[src/rtl/dht11_pkg.sv]
`default_nettype none
// ============================================================================
// Module   : dht11_pkg
// Brief    : Shared states, ASCII constants and line lengths for the reporter
// Revision : 1.0
// ============================================================================
package dht11_pkg;

    typedef enum logic [1:0] {
        ST_IDLE     = 2'd0,
        ST_CONV     = 2'd1,
        ST_SEND     = 2'd2,
        ST_SEND_ERR = 2'd3
    } state_t;

    localparam logic [7:0] c_ASCII_H     = 8'h48;
    localparam logic [7:0] c_ASCII_T     = 8'h54;
    localparam logic [7:0] c_ASCII_COLON = 8'h3A;
    localparam logic [7:0] c_ASCII_DOT   = 8'h2E;
    localparam logic [7:0] c_ASCII_SPACE = 8'h20;
    localparam logic [7:0] c_ASCII_E     = 8'h45;
    localparam logic [7:0] c_ASCII_R     = 8'h52;
    localparam logic [7:0] c_ASCII_CR    = 8'h0D;
    localparam logic [7:0] c_ASCII_LF    = 8'h0A;
    localparam logic [7:0] c_ASCII_0     = 8'h30;
    localparam logic [7:0] c_ASCII_9     = 8'h39;

    localparam logic [4:0] c_LEN_VALID_CRLF = 5'd17;
    localparam logic [4:0] c_LEN_VALID_LF   = 5'd16;
    localparam logic [4:0] c_LEN_ERR_CRLF   = 5'd5;
    localparam logic [4:0] c_LEN_ERR_LF     = 5'd4;

    function automatic logic [7:0] digit_ascii(input logic [3:0] d);
        return c_ASCII_0 + {4'h0, d};
    endfunction

    // The decimal byte is a raw binary value; anything past 9 is clamped.
    function automatic logic [7:0] dec_ascii(input logic [7:0] v);
        return (v > 8'd9) ? c_ASCII_9 : digit_ascii(v[3:0]);
    endfunction

endpackage
`default_nettype wire

[src/rtl/bin8_to_bcd.sv]
`default_nettype none
// ============================================================================
// Module   : bin8_to_bcd
// Brief    : Sequential double-dabble: start, 8 shift cycles, one-cycle done
// Revision : 1.0
// ============================================================================
module bin8_to_bcd
    import dht11_pkg::*;
(
    input  logic        clk,
    input  logic        rst,
    input  logic        start,
    input  logic [7:0]  bin,
    output logic        done,
    output logic [11:0] bcd
);

    logic [7:0]  r_bin;
    logic [11:0] r_bcd;
    logic [2:0]  r_cnt;
    logic        r_busy;
    logic        r_done;
    logic [10:0] w_adj;

    function automatic logic [3:0] adj3(input logic [3:0] d);
        return (d >= 4'd5) ? d + 4'd3 : d;
    endfunction

    // Hundreds never reaches 5 for an 8-bit input, so it needs no adjust.
    assign w_adj = {r_bcd[10:8], adj3(r_bcd[7:4]), adj3(r_bcd[3:0])};

    always_ff @(posedge clk) begin
        if (!rst) begin
            r_bin  <= 8'h00;
            r_bcd  <= 12'h000;
            r_cnt  <= 3'd0;
            r_busy <= 1'b0;
            r_done <= 1'b0;
        end else begin
            r_done <= 1'b0;
            if (r_busy) begin
                r_bcd <= {w_adj, r_bin[7]};
                r_bin <= {r_bin[6:0], 1'b0};
                r_cnt <= r_cnt + 3'd1;
                if (r_cnt == 3'd7) begin
                    r_busy <= 1'b0;
                    r_done <= 1'b1;
                end
            end else if (start) begin
                r_bin  <= bin;
                r_bcd  <= 12'h000;
                r_cnt  <= 3'd0;
                r_busy <= 1'b1;
            end
        end
    end

    assign done = r_done;
    assign bcd  = r_bcd;

endmodule
`default_nettype wire

[src/rtl/dht11_uart_reporter.sv]
`default_nettype none
// ============================================================================
// Module   : dht11_uart_reporter
// Brief    : Latches DHT11 results and streams an ASCII report line to a UART
// Revision : 1.0
// ============================================================================
module dht11_uart_reporter
    import dht11_pkg::*;
#(
    parameter bit SEND_ERR = 1'b1,
    parameter bit EOL_CRLF = 1'b1
)
(
    input  logic        clk,
    input  logic        rst,
    input  logic        en,
    input  logic [15:0] humidity,
    input  logic [15:0] temperature,
    input  logic        dht11_done,
    input  logic        dht11_valid,
    output logic [7:0]  tx_data,
    output logic        tx_valid,
    input  logic        tx_ready,
    output logic        busy,
    output logic [15:0] frame_cnt,
    output logic [7:0]  err_cnt,
    output logic [7:0]  drop_cnt
);

    localparam logic [4:0] c_LAST_VALID =
        (EOL_CRLF ? c_LEN_VALID_CRLF : c_LEN_VALID_LF) - 5'd1;
    localparam logic [4:0] c_LAST_ERR =
        (EOL_CRLF ? c_LEN_ERR_CRLF : c_LEN_ERR_LF) - 5'd1;
    localparam logic [7:0] c_EOL_FIRST = EOL_CRLF ? c_ASCII_CR : c_ASCII_LF;

    state_t      r_state;
    state_t      w_state_nxt;
    logic        r_done_q;
    logic [15:0] r_hum;
    logic [15:0] r_temp;
    logic [11:0] r_hbcd;
    logic [11:0] r_tbcd;
    logic        r_conv_sel;
    logic        r_start;
    logic [4:0]  r_idx;
    logic [15:0] r_frame_cnt;
    logic [7:0]  r_err_cnt;
    logic [7:0]  r_drop_cnt;

    logic        w_cap;
    logic        w_accept;
    logic        w_xfer;
    logic        w_last;
    logic        w_sending;
    logic        w_bcd_done;
    logic [11:0] w_bcd;
    logic [7:0]  w_bcd_bin;
    logic [7:0]  w_tx_data;

    assign w_cap     = dht11_done & ~r_done_q;
    assign w_accept  = w_cap & en & (r_state == ST_IDLE);
    assign w_sending = (r_state == ST_SEND) || (r_state == ST_SEND_ERR);
    assign w_xfer    = w_sending & tx_ready;
    assign w_last    = (r_state == ST_SEND) ? (r_idx == c_LAST_VALID)
                                            : (r_idx == c_LAST_ERR);
    assign w_bcd_bin = r_conv_sel ? r_temp[15:8] : r_hum[15:8];

    bin8_to_bcd u_bcd (
        .clk   (clk),
        .rst   (rst),
        .start (r_start),
        .bin   (w_bcd_bin),
        .done  (w_bcd_done),
        .bcd   (w_bcd)
    );

    always_ff @(posedge clk) begin
        if (!rst) begin
            r_state <= ST_IDLE;
        end else begin
            r_state <= w_state_nxt;
        end
    end

    always_comb begin
        w_state_nxt = r_state;
        case (r_state)
            ST_IDLE: begin
                if (w_accept) begin
                    if (dht11_valid)   w_state_nxt = ST_CONV;
                    else if (SEND_ERR) w_state_nxt = ST_SEND_ERR;
                end
            end
            ST_CONV: begin
                if (w_bcd_done && r_conv_sel) w_state_nxt = ST_SEND;
            end
            ST_SEND, ST_SEND_ERR: begin
                if (w_xfer && w_last) w_state_nxt = ST_IDLE;
            end
            default: w_state_nxt = ST_IDLE;
        endcase
    end

    // Edge register resets high so a done already asserted at release is ignored.
    always_ff @(posedge clk) begin
        if (!rst) begin
            r_done_q    <= 1'b1;
            r_hum       <= 16'h0000;
            r_temp      <= 16'h0000;
            r_hbcd      <= 12'h000;
            r_tbcd      <= 12'h000;
            r_conv_sel  <= 1'b0;
            r_start     <= 1'b0;
            r_idx       <= 5'd0;
            r_frame_cnt <= 16'h0000;
            r_err_cnt   <= 8'h00;
            r_drop_cnt  <= 8'h00;
        end else begin
            r_done_q <= dht11_done;
            r_start  <= 1'b0;

            if (w_accept) begin
                r_hum      <= humidity;
                r_temp     <= temperature;
                r_conv_sel <= 1'b0;
                r_start    <= dht11_valid;
                if (!dht11_valid && r_err_cnt != 8'hFF) r_err_cnt <= r_err_cnt + 8'd1;
            end

            if (w_cap && (r_state != ST_IDLE || !en) && r_drop_cnt != 8'hFF)
                r_drop_cnt <= r_drop_cnt + 8'd1;

            // Humidity converts first; its result kicks off the temperature byte.
            if (r_state == ST_CONV && w_bcd_done) begin
                if (!r_conv_sel) begin
                    r_hbcd     <= w_bcd;
                    r_conv_sel <= 1'b1;
                    r_start    <= 1'b1;
                end else begin
                    r_tbcd <= w_bcd;
                end
            end

            if (w_sending) begin
                if (w_xfer) r_idx <= r_idx + 5'd1;
            end else begin
                r_idx <= 5'd0;
            end

            if (w_xfer && w_last) r_frame_cnt <= r_frame_cnt + 16'd1;
        end
    end

    always_comb begin
        w_tx_data = 8'h00;
        if (r_state == ST_SEND) begin
            case (r_idx)
                5'd0:    w_tx_data = c_ASCII_H;
                5'd1:    w_tx_data = c_ASCII_COLON;
                5'd2:    w_tx_data = digit_ascii(r_hbcd[11:8]);
                5'd3:    w_tx_data = digit_ascii(r_hbcd[7:4]);
                5'd4:    w_tx_data = digit_ascii(r_hbcd[3:0]);
                5'd5:    w_tx_data = c_ASCII_DOT;
                5'd6:    w_tx_data = dec_ascii(r_hum[7:0]);
                5'd7:    w_tx_data = c_ASCII_SPACE;
                5'd8:    w_tx_data = c_ASCII_T;
                5'd9:    w_tx_data = c_ASCII_COLON;
                5'd10:   w_tx_data = digit_ascii(r_tbcd[11:8]);
                5'd11:   w_tx_data = digit_ascii(r_tbcd[7:4]);
                5'd12:   w_tx_data = digit_ascii(r_tbcd[3:0]);
                5'd13:   w_tx_data = c_ASCII_DOT;
                5'd14:   w_tx_data = dec_ascii(r_temp[7:0]);
                5'd15:   w_tx_data = c_EOL_FIRST;
                5'd16:   w_tx_data = c_ASCII_LF;
                default: w_tx_data = 8'h00;
            endcase
        end else if (r_state == ST_SEND_ERR) begin
            case (r_idx)
                5'd0:    w_tx_data = c_ASCII_E;
                5'd1:    w_tx_data = c_ASCII_R;
                5'd2:    w_tx_data = c_ASCII_R;
                5'd3:    w_tx_data = c_EOL_FIRST;
                5'd4:    w_tx_data = c_ASCII_LF;
                default: w_tx_data = 8'h00;
            endcase
        end
    end

    assign tx_data   = w_tx_data;
    assign tx_valid  = w_sending;
    assign busy      = (r_state != ST_IDLE);
    assign frame_cnt = r_frame_cnt;
    assign err_cnt   = r_err_cnt;
    assign drop_cnt  = r_drop_cnt;

endmodule
`default_nettype wire

[config.mk]
export PLATFORM = sky130hd
export DESIGN_NAME = dht11_uart_reporter
export DESIGN_NICKNAME = d
export VERILOG_FILES = /design/src/rtl/dht11_pkg.sv /design/src/rtl/bin8_to_bcd.sv /design/src/rtl/dht11_uart_reporter.sv
export SDC_FILE = /design/constraint.sdc
export NUM_CORES = 1
export LEC_CHECK = 0
export CAP_MARGIN = 20
export CORE_ASPECT_RATIO = 0.7
export CORE_MARGIN = 2
export CORE_UTILIZATION = 32
export CTS_CLUSTER_SIZE = 14
export DETAILED_ROUTE_END_ITERATION = 6
export DONT_BUFFER_PORTS = 1
export GPL_TIMING_DRIVEN = 0
export PLACE_DENSITY_LB_ADDON = 0.1
export SLEW_MARGIN = 20
export SYNTH_ARGS = -nofsm -noshare
export SYNTH_HDL_FRONTEND = slang
export SYNTH_SLANG_ARGS = --single-unit
[constraint.sdc]
create_clock -name clk -period 2.6 [get_ports clk]
set_input_delay 0.39 -clock clk [delete_from_list [all_inputs] [get_ports clk]]
set_output_delay 0.39 -clock clk [all_outputs]
set_load 0.005 [all_outputs]
==> results by group <==
Yosys
  – Synthesized cell area: 5610 sq um
  – Ys flop type: dfxtp_1
  – Syn nets: 738
  – Biggest area consumer among synthesized cells: dfxtp_1
  – Top cells by area, synth: dfxtp_1 (44%), nand2_1 (9.4%), a21oi_1 (7.7%), nor2_1 (4.2%), ha_1 (3.1%)
  – Register bit total from synthesis: 123
  – Yosys warning count: 0
  – Avg Inst Size Synth: 8.18 sq um
  – Unique masters post-synth: 51
  – Synth top area share: 43.9%
  – Syn Inst Count: 686
  – Post-synth EDFFs: 0
  – Register area share after synthesis: 43.9%
  – Asr flop ratio synth: 0%

Job
  – Max_cap viols: 0

Global route
  – Largest net degree at the start of global routing: 17
  – All-Layer GR Usage: 18.0%
  – First-pass GRT wire length: 25.7 mm
  – GRT overflow: 0
  – Vias in the first global route: 4675
  – Initial antenna violation count: 0

Drt
  – Drt initial violations: 345
  – Drt drc: 0
  – WL met3: 1.13 mm
  – Final WL: 16.3 mm
  – Met2 wire length: 6.71 mm
  – Vias: 4945
  – Remaining antenna violation count: 0
  – Vias/cell: 5.16
  – Max layer used: met4
  – TritonRoute pass-1 iters: 5
  – Wl on met1: 8.32 mm
  – Wire per inst: 17.0 um

STA
  – Tcrit/Tclk final: 96.6%
  – Tmin final: 2.51 ns
  – Max Clk Rate: 398 MHz
  – Final hold vios: 0
  – Worst slew margin: 49.6%
  – Finish-stage setup viols: 0
  – Fin. max-slew vios: 0
  – Least-Margin Pin Slew: 0.753 ns
  – Max Clock Skew: 0.00706 ns

Final layout
  – Finished Layout Cells: 958
  – Proportion of layout cells with a drive suffix above 1: 13.2%
  – Most frequent cells in the layout: nand2_1 (140), dfxtp_1 (119), a21oi_1 (85)
  – # nets final: 766
  – Diodes inserted: 0
  – Sequential cell area: 2470 sq um
  – Fin area: 6820 sq um
  – P&R area growth vs syn: 21.6%
  – # fillers: 1733
  – Commonest non-fill, non-tap cell in the layout: nand2_1
  – Multi-input logic area: 3110 sq um

Power and ir drop
  – P per Cell Area: 633 nW/um^2
  – Maximum VDD drop: 0.000305 V
  – P_leak: 2.23 nW

Placement
  – IO Port Bufs: 0
  – Dpl cells: 917
  – Post-DP Area: 5900 sq um
  – Routability cong.: 0.840
  – Post-DP HPWL: 11.7 mm

Setup path
  – Data required, critical path: 2.21 ns
  – Crit. End Element: primary output
  – WP data arrival: 2.12 ns
  – Max Fanout on Critical Path: 8
  – Kind of critical path: flip-flop to primary output
  – CP Launch Type: flip-flop

Die
  – I/O Pins: 80
  – Die height: 115 um
  – Starting Density: 32.7%
  – Die X: 162 um
  – Core footprint: 17200 sq um
  – Std-Cell Rows: 40
  – Die area: 18600 sq um

Clocking
  – Clock Sinks: 123
  – Clock-pin transition on the worst setup and hold timing paths: 0.05 ns
  – H-tree levels: 4
  – Num CTS Buffers: 17
  – Clock Latency Late Sink: 0.42 ns
  – Root buf cell: clkbuf_16
  – CTS max path bufs: 2
  – CTS tree: built

Min path
  – Worst Hold Class: input port to flip-flop

Run status
  – Status: complete, no violations
synth_stat cells (all sizes together), types with 3 or more instances:
cell,count
a2111oi,5
a211oi,10
a21o,3
a21oi,86
a22o,6
and3,6
and4,5
buf,10
clkbuf,35
dfxtp,123
ha,14
inv,11
mux2,3
mux2i,17
nand2,141
nand2b,5
nand3,18
nand3b,4
nand4,10
nand4b,3
nor2,63
nor2b,4
nor3,12
o211ai,6
o21ai,20
o221ai,3
or2,5
or3,4
xnor2,15
xor2,16
worst max-delay path, stage by stage (launching register included):
cell and delay [ns]:
dfxtp_2 0.33, buf_6 0.10, buf_4 0.17, buf_4 0.14
mux2_2 0.34, a22oi_1 0.23, nor2_1 0.09, nor3_2 0.18
o32ai_4 0.13
power breakdown:
| group | internal [W] | switching [W] | total (W) |
|---|---|---|---|
| clock | 0.00143 | 0.000863 | 0.00229 |
| combinational | 0.0000342 | 0.0000859 | 0.000120 |
| sequential | 0.00190 | 0.0000107 | 0.00191 |
| total | 0.00336 | 0.000960 | 0.00432 |
registers in the layout (all words and copies together) (netlist names):
| signal | flops |
|---|---|
| u_bcd.done | 1 |
| u_bcd.r_busy | 1 |
| r_state | 2 |
| r_tbcd | 12 |
| r_done_q | 1 |
| frame_cnt | 16 |
| r_idx | 5 |
| r_hbcd | 12 |
| r_conv_sel | 1 |
| r_start | 1 |
| u_bcd.bcd | 12 |
| err_cnt | 8 |
| r_hum | 16 |
| u_bcd.r_bin | 8 |
| drop_cnt | 8 |
| u_bcd.r_cnt | 3 |
| r_temp | 16 |
kinds of logic after synthesis:
family                   count (synthesis)  share of synthesized area, %
AND/OR/NAND/NOR                        289                          23.2
AO/OA/AOI/OAI                          152                          17.1
flip-flops                             123                          43.9
buffers and inverters                   56                          4.08
XOR/XNOR                                31                          4.84
multiplexers                            20                          3.64
adder cells (fa/ha/maj)                 14                          3.12
other                                    1                        0.0669
final timing paths:
path	from	to	slack, ns	cells after the start
min reg2reg	r_hum[9]	r_hum[9]	0.45	2
max reg2reg	r_idx[1]	frame_cnt[15]	0.52	7
min	rst	r_done_q	0.05	1
max	r_idx[3]	tx_data[3]	0.09	8
layer usage:
layer	track usage, %	vias up
li1	-	2432
met5	0	-
met3	5.01	9
met1	26.0	2370
met2	25.7	134
met4	6.02	0
final cells by class:
cell class                      instances  share of cell area [%]
Sequential cell                       123                    36.3
Timing Repair Buffer                   11                    1.21
Clock inverter                         12                    1.82
Multi-Input combinational cell        507                    45.6
Inverter                               11                   0.605
Clock buffer                           20                    6.55
Buffer                                 43                    3.69
Tap cell                              231                    4.24
timing repair:
item | 4_1_cts | 5_1_grt
pin swaps | 6 | 9
setup endpoints to repair | 6 | 5
buffers inserted | 8 | 3
hold buffers | 0 | 0
gates resized for setup | 46 | 20
metrics by stage:
step	setup WS [ns]	TNS, ns	util, %	hold slack, ns	total power (W)
finish	0.0877	0	39.7	0.0493	0.00432
global route	-0.00552	-0.00552	39.7	0.0303	0.00446
CTS	-0.0350	-0.0350	39.1	0.0301	0.00436
detailed placement	-0.190	-0.190	34.4	0.447	0.00207
global placement	-0.152	-0.152	34.4	0.440	0.00207
floorplan	0.454	0	-	0.431	0.00203
Note: power is estimated with default switching activity, not from simulation.
